[src/rtl/jk_seq_pkg.sv]
// Shared types and defaults for the JK latch sequencer: opcodes, FSM states,
// and the rule for how each opcode moves the expected latch value.
package jk_seq_pkg;

  localparam int unsigned CMD_W          = 2;
  localparam int unsigned DEFAULT_DEPTH  = 4;
  localparam int unsigned DEFAULT_SETTLE = 2;

  typedef enum logic [1:0] {
    OP_HOLD = 2'b00,
    OP_CLR  = 2'b01,
    OP_SET  = 2'b10,
    OP_TGL  = 2'b11
  } op_e;

  typedef enum logic [1:0] {
    ST_IDLE,
    ST_DRIVE,
    ST_SETTLE,
    ST_CHECK
  } state_e;

  // Returns {expValid, exp} after applying op; toggle keeps validity as-is
  function automatic logic [1:0] nextExp(input op_e op, input logic exp, input logic expValid);
    logic [1:0] res;
    res = {expValid, exp};
    case (op)
      OP_CLR:  res = 2'b10;
      OP_SET:  res = 2'b11;
      OP_TGL:  res = {expValid, ~exp};
      default: res = {expValid, exp};
    endcase
    return res;
  endfunction

endpackage

[src/rtl/jk_latch_sequencer_if.sv]
// Command handshake between a producer and the JK latch sequencer.
interface jk_latch_sequencer_if;

  logic                           cmd_valid;
  logic [jk_seq_pkg::CMD_W-1:0]   cmd_op;
  logic                           cmd_ready;

  modport master (output cmd_valid, output cmd_op, input cmd_ready);
  modport slave  (input cmd_valid, input cmd_op, output cmd_ready);

endinterface

[src/rtl/jk_cmd_fifo.sv]
// Small synchronous command FIFO with registered read/write pointers and an
// occupancy count; pushes into a full FIFO are dropped even if a pop coincides.
module jk_cmd_fifo #(
  parameter int unsigned DEPTH = 4,
  parameter int unsigned WIDTH = 2
) (
  input  logic             clk,
  input  logic             rst_n,
  input  logic             push,
  input  logic             pop,
  input  logic [WIDTH-1:0] din,
  output logic [WIDTH-1:0] dout,
  output logic             full,
  output logic             empty
);

  localparam int unsigned AW = (DEPTH > 1) ? $clog2(DEPTH) : 1;

  logic [WIDTH-1:0] mem_q [DEPTH];
  logic [AW-1:0]    wrPtr_q;
  logic [AW-1:0]    rdPtr_q;
  logic [AW:0]      count_q;
  logic [AW:0]      count_d;
  logic             doPush;
  logic             doPop;

  assign full   = (count_q == (AW+1)'(DEPTH));
  assign empty  = (count_q == '0);
  assign doPush = push && !full;
  assign doPop  = pop && !empty;
  assign dout   = mem_q[rdPtr_q];

  always_comb begin
    count_d = count_q;
    if (doPush && !doPop) begin
      count_d = count_q + 1'b1;
    end else if (!doPush && doPop) begin
      count_d = count_q - 1'b1;
    end
  end

  // Pointers wrap naturally because DEPTH is a power of two
  always_ff @(posedge clk or negedge rst_n) begin
    if (!rst_n) begin
      wrPtr_q <= '0;
      rdPtr_q <= '0;
      count_q <= '0;
    end else begin
      if (doPush) wrPtr_q <= wrPtr_q + 1'b1;
      if (doPop)  rdPtr_q <= rdPtr_q + 1'b1;
      count_q <= count_d;
    end
  end

  always_ff @(posedge clk) begin
    if (doPush) mem_q[wrPtr_q] <= din;
  end

endmodule

[src/rtl/jk_latch_sequencer.sv]
// Sequences queued opcodes onto a JK latch as single-cycle enable pulses,
// waits for the latch to settle, then checks its output against a model.
module jk_latch_sequencer
  import jk_seq_pkg::*;
#(
  parameter int unsigned DEPTH  = DEFAULT_DEPTH,
  parameter int unsigned SETTLE = DEFAULT_SETTLE
) (
  input  logic                       clk,
  input  logic                       rst_n,
  jk_latch_sequencer_if.slave        cmd,
  output logic                       j,
  output logic                       k,
  output logic                       le,
  input  logic                       q_fb,
  input  logic                       err_clr,
  output logic                       busy,
  output logic                       err,
  output logic [7:0]                 err_cnt
);

  state_e             state_q;
  op_e                op_q;
  logic [3:0]         settleCnt_q;
  logic               exp_q;
  logic               expValid_q;
  logic               le_q;
  logic               j_q;
  logic               k_q;
  logic               err_q;
  logic               err_d;
  logic [7:0]         errCnt_q;
  logic [7:0]         errCnt_d;

  logic               fifoPop;
  logic               fifoFull;
  logic               fifoEmpty;
  logic [CMD_W-1:0]   fifoDout;
  logic               mismatch;

  assign fifoPop       = (state_q == ST_IDLE) && !fifoEmpty;
  assign cmd.cmd_ready = !fifoFull;

  jk_cmd_fifo #(
    .DEPTH (DEPTH),
    .WIDTH (CMD_W)
  ) u_fifo (
    .clk   (clk),
    .rst_n (rst_n),
    .push  (cmd.cmd_valid),
    .pop   (fifoPop),
    .din   (cmd.cmd_op),
    .dout  (fifoDout),
    .full  (fifoFull),
    .empty (fifoEmpty)
  );

  assign mismatch = (state_q == ST_CHECK) && expValid_q && (q_fb != exp_q);

  // A mismatch outranks a coincident clear so the event is never lost
  always_comb begin
    err_d    = err_q;
    errCnt_d = errCnt_q;
    if (mismatch) begin
      err_d    = 1'b1;
      errCnt_d = err_clr ? 8'd1 : ((errCnt_q == 8'hFF) ? errCnt_q : errCnt_q + 8'd1);
    end else if (err_clr) begin
      err_d    = 1'b0;
      errCnt_d = 8'd0;
    end
  end

  always_ff @(posedge clk or negedge rst_n) begin
    if (!rst_n) begin
      state_q     <= ST_IDLE;
      op_q        <= OP_HOLD;
      settleCnt_q <= '0;
      exp_q       <= 1'b0;
      expValid_q  <= 1'b0;
      le_q        <= 1'b0;
      j_q         <= 1'b0;
      k_q         <= 1'b0;
      err_q       <= 1'b0;
      errCnt_q    <= '0;
    end else begin
      err_q    <= err_d;
      errCnt_q <= errCnt_d;
      case (state_q)
        ST_IDLE: begin
          if (!fifoEmpty) begin
            op_q    <= op_e'(fifoDout);
            le_q    <= 1'b1;
            j_q     <= fifoDout[1];
            k_q     <= fifoDout[0];
            state_q <= ST_DRIVE;
          end
        end
        ST_DRIVE: begin
          le_q                  <= 1'b0;
          j_q                   <= 1'b0;
          k_q                   <= 1'b0;
          settleCnt_q           <= 4'(SETTLE - 1);
          {expValid_q, exp_q}   <= nextExp(op_q, exp_q, expValid_q);
          state_q               <= ST_SETTLE;
        end
        ST_SETTLE: begin
          if (settleCnt_q == '0) begin
            state_q <= ST_CHECK;
          end else begin
            settleCnt_q <= settleCnt_q - 4'd1;
          end
        end
        ST_CHECK: begin
          state_q <= ST_IDLE;
        end
        default: state_q <= ST_IDLE;
      endcase
    end
  end

  assign j       = j_q;
  assign k       = k_q;
  assign le      = le_q;
  assign err     = err_q;
  assign err_cnt = errCnt_q;
  assign busy    = (state_q != ST_IDLE) || !fifoEmpty;

endmodule

[src/flat_wrapper.sv]
// flat-port wrapper written by rule: the top's interface ports become plain ports
module jk_latch_sequencer_flat import jk_seq_pkg::*;
#(
  parameter int unsigned DEPTH  = DEFAULT_DEPTH,
  parameter int unsigned SETTLE = DEFAULT_SETTLE
)
  (clk, rst_n, j, k, le, q_fb, err_clr, busy, err, err_cnt, cmd_cmd_valid, cmd_cmd_op, cmd_cmd_ready);
  jk_latch_sequencer_if cmd_i ();
  input  logic clk;
  input  logic rst_n;
  output logic j;
  output logic k;
  output logic le;
  input  logic q_fb;
  input  logic err_clr;
  output logic busy;
  output logic err;
  output logic [7:0] err_cnt;
  input wire logic [$bits(cmd_i.cmd_valid)-1:0] cmd_cmd_valid;
  input wire logic [$bits(cmd_i.cmd_op)-1:0] cmd_cmd_op;
  output wire logic [$bits(cmd_i.cmd_ready)-1:0] cmd_cmd_ready;
  assign cmd_i.cmd_valid = cmd_cmd_valid;
  assign cmd_i.cmd_op = cmd_cmd_op;
  assign cmd_cmd_ready = cmd_i.cmd_ready;
  jk_latch_sequencer #(.DEPTH(DEPTH), .SETTLE(SETTLE)) u_core (.clk(clk), .rst_n(rst_n), .cmd(cmd_i), .j(j), .k(k), .le(le), .q_fb(q_fb), .err_clr(err_clr), .busy(busy), .err(err), .err_cnt(err_cnt));
endmodule
[config.mk]
export PLATFORM = sky130hd
export DESIGN_NAME = jk_latch_sequencer_flat
export DESIGN_NICKNAME = d
export VERILOG_FILES = /design/src/rtl/jk_seq_pkg.sv /design/src/rtl/jk_latch_sequencer_if.sv /design/src/rtl/jk_cmd_fifo.sv /design/src/rtl/jk_latch_sequencer.sv /design/src/flat_wrapper.sv
export SDC_FILE = /design/constraint.sdc
export NUM_CORES = 1
export LEC_CHECK = 0
export BUFFER_PORTS_ARGS = -buffer_cell sky130_fd_sc_hd__clkbuf_2
export CAP_MARGIN = 5
export CORE_UTILIZATION = 33
export CTS_BUF_LIST = sky130_fd_sc_hd__clkbuf_16
export CTS_CLUSTER_DIAMETER = 30
export DETAILED_ROUTE_END_ITERATION = 10
export GPL_TIMING_DRIVEN = 0
export RECOVER_POWER = 25
export SYNTH_ARGS = -nofsm -noshare
export SYNTH_HDL_FRONTEND = slang
export SYNTH_SLANG_ARGS = --single-unit
[constraint.sdc]
create_clock -name clk -period 2.95 [get_ports clk]
set_input_delay 0.59 -clock clk [delete_from_list [all_inputs] [get_ports clk]]
set_output_delay 0.59 -clock clk [all_outputs]
set_load 0.05 [all_outputs]
==> flow_summary.yaml <==
worst_setup_path:
  r2r_start: "u_core.state_q[0]"
  crit_path_cell_trace: "inv_1 -> ha_1 -> inv_1 -> nor2_1 -> inv_1 -> ha_1 -> inv_1 -> fa_1 -> mux2_2"
  ff2ff_path_depth: 9
  max_stage_delay_ns: 0.41
  crit_required_ns: 3.11
  cp_data_arrival_time_ns: 2.50
  crit_family: "adder cells"
  crit_path_frequent_cell: "inv_1"
  endpoint_kind: "register"
  startpoint_type: "register"
  worstPathMaxFanout: 7
  r2r_slack_ns: 0.61
  r2r_end: "u_core.u_fifo.count_q[1]"
  path_buf_inv: 4
  crit_type: "reg -> reg"
  cp_slowest_cell: "dfrtp_1"
finish:
  layout_commonest_cell: "dfrtp_1"
  synthToLayoutAreaGrowth_pct: 16.9
  mostFrequentLayoutCells: "dfrtp_1 (29), inv_1 (17), clkbuf_2 (17)"
  nets: 219
  n_antenna_cell: 0
  drive_above_1_share_pct: 18.4
  final_cells: 268
clock_tree:
  htree_num_levels: 2
  ctsHoldBuffers: 0
  cts_tree: "done"
  post_cts_resized: 0
  root_buffer: "clkbuf_16"
  cts.sinks: 37
  post-cts-setup-buffers: 0
  clk_pin_slew_ns: 0.05
  worstSkewPairLatency_ns: 0.27
  clockBufferDepth: 2
  cts_buffers: 5
synthesis:
  synth_enable_flop_cells: 8
  synth_area_leaders: "dfrtp_1 (38%), edfxtp_1 (13%), ha_1 (10%)"
  synth_area_um2: 1910
  syn_nets: 192
  synth.top_cell.area_share_pct: 37.9
  avgSynthCellArea_um2: 11.4
  async_flop_share_pct: 78.4
  seq_area_frac_synth_pct: 50.5
  synth-seq-cells: 37
  synthFlopType: "dfrtp_1"
  ys_types: 42
  synth_area_leader_cell: "dfrtp_1"
  synth_cells: 168
  yosysWarnings: 0
route:
  via_per_inst: 4.85
  post-route-drc-count: 0
  ant_nets: 0
  wire_per_inst_um: 11.5
  num_vias: 1300
  detail_route.iter0.violations: 67
  dr.pass1.iters: 4
  wl_um: 3080
floorplan:
  start_util_pct: 34.5
  die_area_um2: 6110
  dieHeight_um: 78.1
  ios: 21
  rows: 27
  dieWidth_um: 78.1
  core_um2: 5540
grt:
  antenna_found_initial: 0
  grt_pass1_wl_um: 5820
  gr-usage-all-layers_pct: 12.1
  grt_max_degree: 30
  grt_pass1_vias: 1287
  grt_remaining_overflow: 0
outcome:
  status: "finished, violations left"
  violations: "capacitance limit, slew limit"
sta:
  fin_crit_sh_pct: 79.5
  setup_slack_ns: 0.605
  rsz0062_at_grt: "false"
  finalHoldViolCount: 0
  clock-skew-final_ns: 0.00331
  drv_slew: 30
  max_freq_mhz: 426
  worst_slew_pin_slew_ns: 1.55
  finalSetupTns_ns: 0
  layout_min_cycle_time_ns: 2.34
  finalSetupViolations: 0
  slew_headroom_pct: -3.05
power_and_ir_drop:
  power_leakage_uw: 0.000994
  ir_drop_mv: 0.495
  p_total_uw: 2190
  powerDensity_nw_per_um2: 980
placed_design:
  dp.cells: 260
  dp_hpwl_um: 2330
  dp_slack_ns: 0.603
  port_buffers: 20
  gp_congestion: 0.751
hold_path:
  worst_hold_path_type: "reg -> reg"
  hold_path_end: "u_core.expValid_q"
  hold_depth: 2
  hp-start: "u_core.expValid_q"
flow_run:
  maxCapViolCount: 1
-- registers in the layout (all words and copies together), names as in the netlist, 2 cells and up --
name	count
u_core.err_cnt	8
u_core.op_q	2
u_core.settleCnt_q	4
u_core.state_q	2
u_core.u_fifo.count_q	3
u_core.u_fifo.mem_q	8
u_core.u_fifo.rdPtr_q	2
u_core.u_fifo.wrPtr_q	2
-- per-stage QoR --
| step | util (%) | area, um2 | hold slack (ns) |
|---|---|---|---|
| floorplan | - | 1910 | 0.294 |
| global placement | 38.0 | 2100 | 0.468 |
| detailed placement | 38.0 | 2100 | 0.481 |
| CTS | 40.4 | 2240 | 0.398 |
| global route | 40.4 | 2240 | 0.520 |
| finish | 40.4 | 2240 | 0.489 |
-- worst min-delay path: stages (launching register included) --
cell and delay, ns:
dfrtp_1 0.35, nand2_1 0.05, o21ai_0 0.06
-- area by class of cell --
cell class | count | area (um2)
fillers | 564 | 3300
clock buffers | 5 | 125
inverters | 17 | 63.8
plain buffers | 1 | 5.00
clock inverters | 3 | 12.5
multi-input cells | 113 | 878
repair buffers | 20 | 96.3
well taps | 72 | 90.1
flip-flops and latches | 37 | 966
-- cell usage after synthesis, types with 2 or more instances --
library cell,number
and3_1,6
xor2_1,2
nor2b_1,3
or3_1,2
dfrtp_1,29
and2_0,2
nand3_1,2
mux4_2,2
xnor2_1,6
nand4_1,2
mux2_2,3
ha_1,16
nand2_1,10
nor2_1,12
inv_1,17
nor3_1,4
o21ai_0,11
a21oi_1,7
edfxtp_1,8
nand2b_1,2
-- logic make-up (layout without fill, tap and decap cells) --
family | after synthesis | count (layout) | synth area share (%)
simple gates | 51 | 51 | 14.2
flops | 37 | 37 | 50.5
compound gates | 29 | 29 | 10.5
buf+inv | 18 | 46 | 3.60
mux | 7 | 7 | 5.23
xor+xnor | 9 | 9 | 4.51
fa+ha+maj | 17 | 17 | 11.5
-- how the worst max path moves through the flow --
stage / startpoint / endpoint / slack, ns / cells after the start
CTS: u_core.state_q[0] / u_core.u_fifo.count_q[1] / 0.59 / 9
finish: u_core.state_q[0] / u_core.u_fifo.count_q[1] / 0.61 / 9
floorplan: u_core.u_fifo.count_q[0] / u_core.u_fifo.count_q[2] / 0.68 / 9
global placement: u_core.state_q[0] / u_core.u_fifo.count_q[1] / 0.62 / 9
detailed placement: u_core.state_q[0] / u_core.u_fifo.count_q[1] / 0.60 / 9
global route: u_core.state_q[0] / u_core.u_fifo.count_q[1] / 0.45 / 9
-- power by group --
| group | internal (uW) | total [uW] | switching [uW] |
|---|---|---|---|
| clock | 305 | 491 | 186 |
| combinational | 357 | 864 | 507 |
| sequential | 699 | 837 | 138 |
-- routing by layer --
layer	vias up	wire length, um	global-route usage [%]
met3	2	111	3.49
li1	648	-	-
met1	633	1440	15.2
met4	0	15	3.89
met5	-	0	0
met2	17	1520	19.9
(Power assumes the default switching activity.)
